===== config.mk =====
export PLATFORM = sky130hd
export DESIGN_NAME = fulladder32_sync
export DESIGN_NICKNAME = d
export VERILOG_FILES = /design/src/rtl/fulladder32_sync.sv
export SDC_FILE = /design/constraint.sdc
export NUM_CORES = 1
export LEC_CHECK = 0
export ABC_AREA = 1
export CAP_MARGIN = 30
export CORE_MARGIN = 2
export CORE_UTILIZATION = 40
export CTS_CLUSTER_DIAMETER = 100
export DETAILED_ROUTE_END_ITERATION = 8
export DONT_BUFFER_PORTS = 1
export PLACE_DENSITY = 0.63
export SYNTH_ARGS = -nofsm -noshare
export SYNTH_HDL_FRONTEND = slang
export SYNTH_SLANG_ARGS = --single-unit

===== constraint.sdc =====
create_clock -name clk -period 24.1 [get_ports clk]
set_input_delay 7.23 -clock clk [delete_from_list [all_inputs] [get_ports clk]]
set_output_delay 7.23 -clock clk [all_outputs]
set_load 0.02 [all_outputs]

===== src/rtl/fulladder32_sync.sv =====
// Registered ripple-carry adder: S/Pout/Ovf capture A + B + Pin one clock later.

// One-bit full-adder cell, the link of the ripple chain.
module fa_cell (
  input  logic a,
  input  logic b,
  input  logic ci,
  output logic s,
  output logic co
);

  // Sum and majority carry for a single bit position.
  always_comb begin
    s  = a ^ b ^ ci;
    co = (a & b) | (a & ci) | (b & ci);
  end

endmodule

module fulladder32_sync #(
  parameter int unsigned WIDTH = 32
) (
  input  logic             clk,
  input  logic             rst_n,
  input  logic [WIDTH-1:0] A,
  input  logic [WIDTH-1:0] B,
  input  logic             Pin,
  output logic [WIDTH-1:0] S,
  output logic             Pout,
  output logic             Ovf
);

  localparam int unsigned MSB = WIDTH - 1;

  logic [WIDTH:0]   carry;
  logic [WIDTH-1:0] s_next;
  logic             pout_next;
  logic             ovf_next;

  assign carry[0] = Pin;

  // Carry ripples from cell 0 up to cell WIDTH-1.
  for (genvar i = 0; i < WIDTH; i++) begin : g_cell
    fa_cell u_cell (
      .a  (A[i]),
      .b  (B[i]),
      .ci (carry[i]),
      .s  (s_next[i]),
      .co (carry[i+1])
    );
  end

  // Carry-out and two's-complement overflow of the combinational sum.
  always_comb begin
    pout_next = carry[WIDTH];
    ovf_next  = (A[MSB] ~^ B[MSB]) & (s_next[MSB] ^ A[MSB]);
  end

  // Output register; reset discards the result in flight.
  always_ff @(posedge clk) begin
    if (!rst_n) begin
      S    <= '0;
      Pout <= 1'b0;
      Ovf  <= 1'b0;
    end else begin
      S    <= s_next;
      Pout <= pout_next;
      Ovf  <= ovf_next;
    end
  end

endmodule


; Yosys cells after proc, flatten, opt, wreduce, memory -nomap -nowiden
; Cells that the tools add are included.
; W data, S select, Z words.
[word_totals]
register_bits = 34
inputBits = 67
out_inout_bits = 34
word_cells = 230
[classes]
bitwise = 227
[op_table]
columns = cell, count
row1 = $and A1 B1 Y1, 97
row2 = $xor A1 B1 Y1, 65
row3 = $or A1 B1 Y1, 64
row4 = $xnor A1 B1 Y1, 1

; Logic depth before layout (Yosys ltp)
; Gate-level depths: netlist of run 1.
[logic_depth]
depth_word = 96
mapped_depth = 39

; Modules after synthesis
; Synthesis of run 1 repeated with hierarchy kept, for this count alone.
[hier_totals]
cells_unflattened = 144
hier_area_um2 = 1640.3
[by_module_without_submodules]
columns = module, instances, cells_each, area_per_inst_um2, seq_area_each_um2
row1 = fulladder32_sync, 1, 112, 999.7, 680.7
row2 = fa_cell, 32, 1, 20.0, 0.0

; Least setup slack after synthesis of run 1
; OpenSTA, ideal clock, no wires.
[synth_path]
kind = in2reg
start = input A[0]
end = register Ovf
setup_ps = 113
arrival_ps = 19526
path_slack_ps = 4461
path_stages = 39
path_buffers = 0
path_cell_list = inv_1 fa_1 inv_1 fa_1 fa_1 fa_1 fa_1 fa_1 fa_1 fa_1 fa_1 fa_1 fa_1 fa_1 fa_1 fa_1 fa_1 fa_1 [... 3 more ...] fa_1 fa_1 fa_1 fa_1 fa_1 fa_1 fa_1 fa_1 fa_1 fa_1 fa_1 fa_1 inv_1 fa_1 inv_1 nand2_1 nand2_1 nor2_1
[synth_via]
elab_chain_cells = 96
word_cells_on_any_way = 127
classes_between = bitwise (127)
[synth_rtl]
columns = element, line
row1 = start: declaration, 25  ; input logic [WIDTH-1:0] A,
row2 = $and A1 B1 Y1, 15  ; co = (a & b) | (a & ci) | (b & ci);
row3 = $or A1 B1 Y1 (*) (2 in a row), 15
row4 = $and A1 B1 Y1, 15
row5 = $or A1 B1 Y1, 15
row6 = $or A1 B1 Y1 (*), 15
row7 = $and A1 B1 Y1, 15
row8 = $or A1 B1 Y1, 15
row9 = $or A1 B1 Y1 (*), 15
row10 = [... 79 more ...], --
row11 = $or A1 B1 Y1, 15
row12 = $or A1 B1 Y1 (*), 15
row13 = $and A1 B1 Y1, 15
row14 = $or A1 B1 Y1, 15
row15 = $or A1 B1 Y1 (*), 15
row16 = $xor A1 B1 Y1 (*), 14  ; s = a ^ b ^ ci;
row17 = $xor A1 B1 Y1 (*), 56  ; ovf_next = (A[MSB] ~^ B[MSB]) & (s_next[MSB] ^ A[MSB]);
row18 = $and A1 B1 Y1 (*), 56
row19 = end signal: assignment, 68  ; Ovf <= ovf_next;
row20 = end: declaration, 30  ; output logic Ovf
; Mark *: on every way between the ends. The rest lies on a longest branch, timed or not.
; A chain may end at the register's enable or synchronous reset.

; Final worst setup path of run 1
; Ends and elaborated chain as after synthesis.

==> results.cfg, run 1 <==
[pwr]
intPower_uw = 95.59
switchingPower_uw = 41.43
vdd_ir_drop_max_uv = 25.34
sw_frac_of_total_pct = 30.23
power_density_nw_per_um2 = 77.12
p_comb_share_pct = 13.3
p_leak_nw = 0.9366
clockPowerShare_pct = 31.3
power_frac_seq_pct = 55.4

[routing]
vias_per_cell = 4.490
drt_iter0_drc = 32
drt_first_pass_iters = 4
ant_nets = 0
routed_wl_um = 2926
wire_per_inst_um = 14.49
remaining_drc_errors = 0
vias = 907

[critical_path]
cp-start-kind = input port
worstPathArrival_ns = 20.00
critPathSlowestCell = fa_1
crit_top_cell = fa_1
cp_slowest_stage_delay_ns = 0.42
critPathRequiredTime_ns = 24.28
startpoint = A[0]
worst-path-max-fanout = 2
crit_type = input port to register
end_kind = register

[global_routing]
grt_pass1_wl_um = 4160
antenna_found_initial = 0
overflow = 0
grt_pass1_vias = 987
grt_start_max_net_pins = 32
grt_usage_pct = 13.18

[timing]
period_share_pct = 82.22
fin_setup_tns_ns = 0
fin_crit_ns = 19.82
report.final.hold_viol_count = 0
tightest_slew_ns = 0.2254
maxSlewHeadroom_pct = 84.96
rsz0062_at_grt = false
slew_violations = 0
max_freq_ghz = 0.05047
setup_viol = 0

[finish]
drive_gt1_share_pct = 5.263
nNetsFinal = 251
mostFrequentLayoutCells = 38 x inv_1, 34 x dfxtp_1, 32 x nand2_1, 32 x fa_1
postLayoutCoreUtil_pct = 44.74
final_common_cell = inv_1
num_antenna_cells = 0
fin_area_um2 = 1777
syn_to_final_growth_pct = 7.985

[die]
die_y_um = 68.14
row_count = 23
start_util_pct = 41.43
io_pins = 101
core_region_area_um2 = 3971
die_width_um = 68.14
die_area_um2 = 4642

[clocking]
hold_buffers = 0
cts_tree = done
cts_htree_levels = 2
clockRootBuffer = clkbuf_8
clockBufferDepth = 2
cts_sinks = 34
post_cts_buffers = 0
cts_buffers = 5
clk_pin_slew_ns = 0.07
cts_resized = 0

[placed_design]
gp_congestion = 0.7457
place_area_um2 = 1685
dp_hpwl_um = 2474
port-buffer-count = 0

[synthesis]
synth_top_area_share_pct = 41.37
avgSynthCellArea_um2 = 11.19
yosys.area.top_type = dfxtp_1
ys_types = 8
synth_area_leaders = dfxtp_1 41%, fa_1 39%, inv_1 8.7%
syn_inst = 147
ys_warn_count = 0
ys_seq_area_share_pct = 41.37
syn_nets = 247
synth_seq_cells = 34
syn_area_um2 = 1645

[min_path]
hp-class = input port to register
hold_start = rst_n

[flow_run]
max_cap_violations = 0

[run_status]
outcome = finished clean
## kinds of logic (layout without fill, tap and decap cells)
| logic type | Yosys count | after routing | synth area share [%] |
|---|---|---|---|
| flops | 34 | 34 | 41.37 |
| simple gates | 38 | 38 | 8.669 |
| fa+ha+maj | 33 | 33 | 39.70 |
| buf+inv | 42 | 47 | 10.27 |
## cells in the mapped netlist
cell type  count
buf_4          3
dfxtp_1       34
fa_1          32
ha_1           1
inv_1         38
inv_2          1
nand2_1       32
nor2_1         6
## per-layer routing
layer / track usage [%] / share of wire (%) / vias to the layer above
met5: 0 / 0 / -
met4: 11.25 / 3.8 / 0
met3: 5.263 / 12 / 12
met2: 24.64 / 56 / 64
met1: 10.21 / 28 / 424
li1: - / - / 407
## layout make-up
cell class / count / area (µm²)
inverters: 39 / 146.4
flip-flops and latches: 34 / 680.7
multi-input cells: 71 / 795.8
clock inverters: 1 / 5.005
clock buffers: 7 / 86.33
fillers: 378 / 2195
well taps: 50 / 62.56
## final timing paths
check	to	slack (ns)	depth (start not counted)
worst max-delay path	Ovf	4.28	39
worst min-delay path	S[8]	7.04	2
## worst max-delay path: cells and delay by family
| kind | cells | cell delay, ns |
|---|---|---|
| adders and majority gates | 32 | 12.36 |
| buffers and inverters | 4 | 0.28 |
| and+or+nand+nor | 3 | 0.14 |
## power by group through the flow
stage / clock [mW] / sequential (mW) / combinational (mW)
floorplan: 0 / 0.0761 / 0.0151
global placement: 0 / 0.0772 / 0.0169
detailed placement: 0 / 0.0775 / 0.0185
CTS: 0.0441 / 0.0763 / 0.0187
global route: 0.0466 / 0.0770 / 0.0222
finish: 0.0429 / 0.0760 / 0.0182
## sequential cells by signal (all words and copies together) (netlist names)
name,flops
Ovf,1
Pout,1
S,32
## metrics by stage
stage               hold slack (ns)  std cells  setup WS, ns  total power [mW]
floorplan                     7.352        147         4.461           0.09125
global placement              7.327        194         4.111           0.09408
detailed placement            7.332        194         3.980           0.09595
CTS                           7.032        202         4.250            0.1391
global route                  7.037        202         3.832            0.1458
finish                        7.041        202         4.285            0.1370
No activity file was read; power rests on OpenSTA's default activity.
==> run 2: changes to the inputs <==
==> constraint.sdc (replaced) <==
create_clock -name clk -period 19.92 [get_ports clk]
set_input_delay 5.976 -clock clk [delete_from_list [all_inputs] [get_ports clk]]
set_output_delay 5.976 -clock clk [all_outputs]
set_load 0.02 [all_outputs]
==> results.cfg, run 2 (synthesis gave the netlist of run 1 again) <==
[run_status]
outcome = finished clean

[clocking]
clockBufferDepth = 2
post_cts_buffers = 0
cts_sinks = 34
cts_buffers = 5
hold_buffers = 0
cts_tree = done
cts_htree_levels = 2
clockRootBuffer = clkbuf_8
clk_pin_slew_ns = 0.07
cts_resized = 0

[global_routing]
antenna_found_initial = 0
grt_pass1_wl_um = 3960
overflow = 0
grt_usage_pct = 12.25
grt_pass1_vias = 919
grt_start_max_net_pins = 32

[die]
die_width_um = 68.14
io_pins = 101
start_util_pct = 41.43
die_y_um = 68.14
die_area_um2 = 4642
core_region_area_um2 = 3971
row_count = 23

[placed_design]
dp_hpwl_um = 2323
dpl.cell_count = 194
port-buffer-count = 0
gp_congestion = 0.7433

[finish]
mostFrequentLayoutCells = 38 x inv_1, 34 x dfxtp_1, 32 x nand2_1, 32 x fa_1
regArea_um2 = 680.7
top_regs = S: 32 flops, Ovf: 1 flops, Pout: 1 flops
finalNonFillerCells = 202
drive_gt1_share_pct = 5.263
multi_input_area_um2 = 795.8
largest_register_ffs = 32
final_common_cell = inv_1
n_fill_cell = 373
nNetsFinal = 251
num_antenna_cells = 0
top_register = S
syn_to_final_growth_pct = 7.985

[routing]
vias = 892
drt_iter0_drc = 25
routed_wl_um = 2717
drt_first_pass_iters = 2
wire_per_inst_um = 13.45
vias_per_cell = 4.416
remaining_drc_errors = 0
ant_nets = 0

[pwr]
power_density_nw_per_um2 = 92.57
vdd_ir_drop_max_uv = 30.18
p_leak_nw = 0.9366

[critical_path]
worst-path-max-fanout = 2
crit_type = input port to register
end_kind = register
worstPathArrival_ns = 18.72
crit_top_cell = fa_1
startpoint = A[0]
critPathRequiredTime_ns = 20.10
cp_slowest_stage_delay_ns = 0.42
cp-start-kind = input port
critPathSlowestCell = fa_1

[timing]
period_share_pct = 93.12
hold_ws_ns = 5.791
slew_violations = 0
setup_viol = 0
fin_setup_tns_ns = 0
maxSlewHeadroom_pct = 85.15
fin_crit_ns = 18.55
rsz0062_at_grt = false
max_freq_ghz = 0.05391
tightest_slew_ns = 0.2224
report.final.hold_viol_count = 0

[min_path]
hp-class = input port to register
hold_start = rst_n

[flow_run]
max_cap_violations = 0
## run 2: cell counts in the layout (fill, tap and decap cells not counted)
No cell type changed its count.
## run 2: path summary, 6_finish.rpt
path,to,depth (start not counted),slack (ns)
worst max-delay path,Ovf,39,1.37
worst min-delay path,S[14],2,5.79
## run 2: worst max-delay path, delay by kind of cell
kind                       cells  cell delay [ns]
buffers and inverters          4             0.28
and+or+nand+nor                3             0.15
adders and majority gates     32            12.33
## run 2: where the power goes
group / internal [mW] / switching [mW] / total [mW]
registers: 0.0771 / 0.0147 / 0.0918
logic: 0.0106 / 0.0110 / 0.0216
clock network: 0.0278 / 0.0232 / 0.0510
## run 2: metrics by stage
step	area, µm²	utilization [%]	total power, mW	worst slack [ns]
2_1_floorplan	1645	-	0.1104	1.535
3_3_place_gp	1685	42.44	0.1138	1.194
3_5_place_dp	1685	42.44	0.1157	1.026
4_1_cts	1777	44.74	0.1678	1.326
5_1_grt	1777	44.74	0.1757	0.9244
6_report	1777	44.74	0.1645	1.371
## run 2: cell type report
cell class                      instances  area share, %
Sequential cell                        34          38.31
Multi-Input combinational cell         71          44.79
Tap cell                               50          3.521
Inverter                               39          8.239
Clock inverter                          1         0.2817
Clock buffer                            7          4.859
## run 2: layer usage
metal	vias to the layer above	routed length, µm	global-route usage, %
met4	0	72	8.750
met2	61	1441	21.97
met3	8	353	5.757
li1	406	-	-
met1	417	849	10.45
met5	-	0	0
==> run 3: changes to the inputs <==
--- a/config.mk
+++ b/config.mk
@@ -7,11 +7,11 @@
 export LEC_CHECK = 0
 export ABC_AREA = 1
 export CAP_MARGIN = 30
-export CORE_MARGIN = 2
 export CORE_UTILIZATION = 40
 export CTS_CLUSTER_DIAMETER = 100
 export DETAILED_ROUTE_END_ITERATION = 8
 export DONT_BUFFER_PORTS = 1
+export MAX_ROUTING_LAYER = met4
 export PLACE_DENSITY = 0.63
 export SYNTH_ARGS = -nofsm -noshare
 export SYNTH_HDL_FRONTEND = slang
==> results.cfg, run 3 (synthesis gave the netlist of run 1 again) <==
[pwr]
power_density_nw_per_um2 = 90.06
vdd_ir_drop_max_uv = 32.42
p_leak_nw = 0.9267

[finish]
regArea_um2 = 680.7
drive_gt1_share_pct = 3.974
largest_register_ffs = 32
final_common_cell = inv_1
syn_to_final_growth_pct = 6.920
mostFrequentLayoutCells = 38 x inv_1, 34 x dfxtp_1, 32 x nand2_1, 32 x fa_1, 6 x nor2_1
top_regs = S: 32 flops, Ovf: 1 flops, Pout: 1 flops
n_fill_cell = 343
multi_input_area_um2 = 795.8
top_register = S
nNetsFinal = 251
num_antenna_cells = 0

[clocking]
cts_buffers = 5
cts_resized = 0
cts_sinks = 34
post_cts_buffers = 0
clockRootBuffer = clkbuf_8
cts_htree_levels = 2
cts_tree = done
clk_pin_slew_ns = 0.06
clockBufferDepth = 2
hold_buffers = 0

[timing]
maxSlewHeadroom_pct = 85.18
slew_violations = 0
period_share_pct = 93.37
tightest_slew_ns = 0.2219
max_freq_ghz = 0.05376
fin_crit_ns = 18.60
setup_viol = 0
fin_setup_tns_ns = 0
rsz0062_at_grt = false
report.final.hold_viol_count = 0
fin_ws_ns = 1.320

[routing]
met2_length_um = 1393
route.met3.wl_um = 320
ant_nets = 0
highest_layer = met4
vias_per_cell = 4.367
drt_iter0_drc = 9
remaining_drc_errors = 0
vias = 869
routed_wl_um = 2615
m1WireLength_um = 883
drt_first_pass_iters = 3
wire_per_inst_um = 13.14

[global_routing]
grt_pass1_wl_um = 4098
grt_pass1_vias = 975
grt_start_max_net_pins = 32
grt_usage_pct = 13.61
antenna_found_initial = 0
overflow = 0

[min_path]
hp-class = input port to register

[placed_design]
preCtsSetupSlack_ns = 1.032
gp_congestion = 0.7312
port-buffer-count = 0
dp_hpwl_um = 2238

[die]
die_area_um2 = 4374
io_pins = 101
start_util_pct = 43.31
core_region_area_um2 = 3799
die_width_um = 66.14
row_count = 22
die_y_um = 66.14

[flow_run]
max_cap_violations = 0

[critical_path]
critPathSlowestCell = fa_1
worstPathArrival_ns = 18.77
worst-path-max-fanout = 2
end_kind = register
cp-start-kind = input port
critPathRequiredTime_ns = 20.09
cp_slowest_stage_delay_ns = 0.43
crit_top_cell = fa_1
crit_type = input port to register

[run_status]
outcome = finished clean
-- run 3: changes by cell type in the layout (fill, tap and decap cells not counted) --
| cell | delta |
|---|---|
| clkinv_2 | -1 |
| clkbuf_1 | +1 |
| clkbuf_8 | -1 |
-- run 3: path summary, 6_finish.rpt --
check / from / end / slack (ns) / cells past startpoint
max: A[0] / Ovf / 1.32 / 39
min: rst_n / S[17] / 5.80 / 2
-- run 3: worst max-delay path: cells and delay by family --
kind | cells | cell delay [ns]
fa+ha+maj | 32 | 12.34
buf+inv | 4 | 0.28
simple gates | 3 | 0.15
-- run 3: area by class of cell --
type / count / area share [%]
multi-input cells: 71 / 45.23
flip-flops and latches: 34 / 38.69
inverters: 39 / 8.321
clock buffers: 7 / 4.339
well taps: 48 / 3.414
-- run 3: power by group --
| group | switching [mW] | leakage [nW] | total [mW] | internal, mW |
|---|---|---|---|---|
| Sequential | 0.0144 | 0.283 | 0.0916 | 0.0771 |
| Clock | 0.0215 | 0.0383 | 0.0455 | 0.0240 |
| Combinational | 0.0109 | 0.605 | 0.0213 | 0.0104 |
-- run 3: metal layers --
metal | up-vias | GRT usage [%]
met2 | 60 | 23.34
met5 | - | -
li1 | 406 | -
met3 | 2 | 5.517
met4 | 0 | 9.309
met1 | 401 | 12.15
-- run 3: metrics by stage --
stage               total power [mW]  hold WS (ns)  cell area (µm²)  utilization [%]  cells
floorplan                     0.1104         6.098             1645                -    147
global placement              0.1134         6.074             1683            44.30    192
detailed placement            0.1150         6.078             1683            44.30    192
CTS                           0.1617         5.784             1759            46.31    199
global route                  0.1703         5.785             1759            46.31    199
finish                        0.1584         5.801             1759            46.31    199
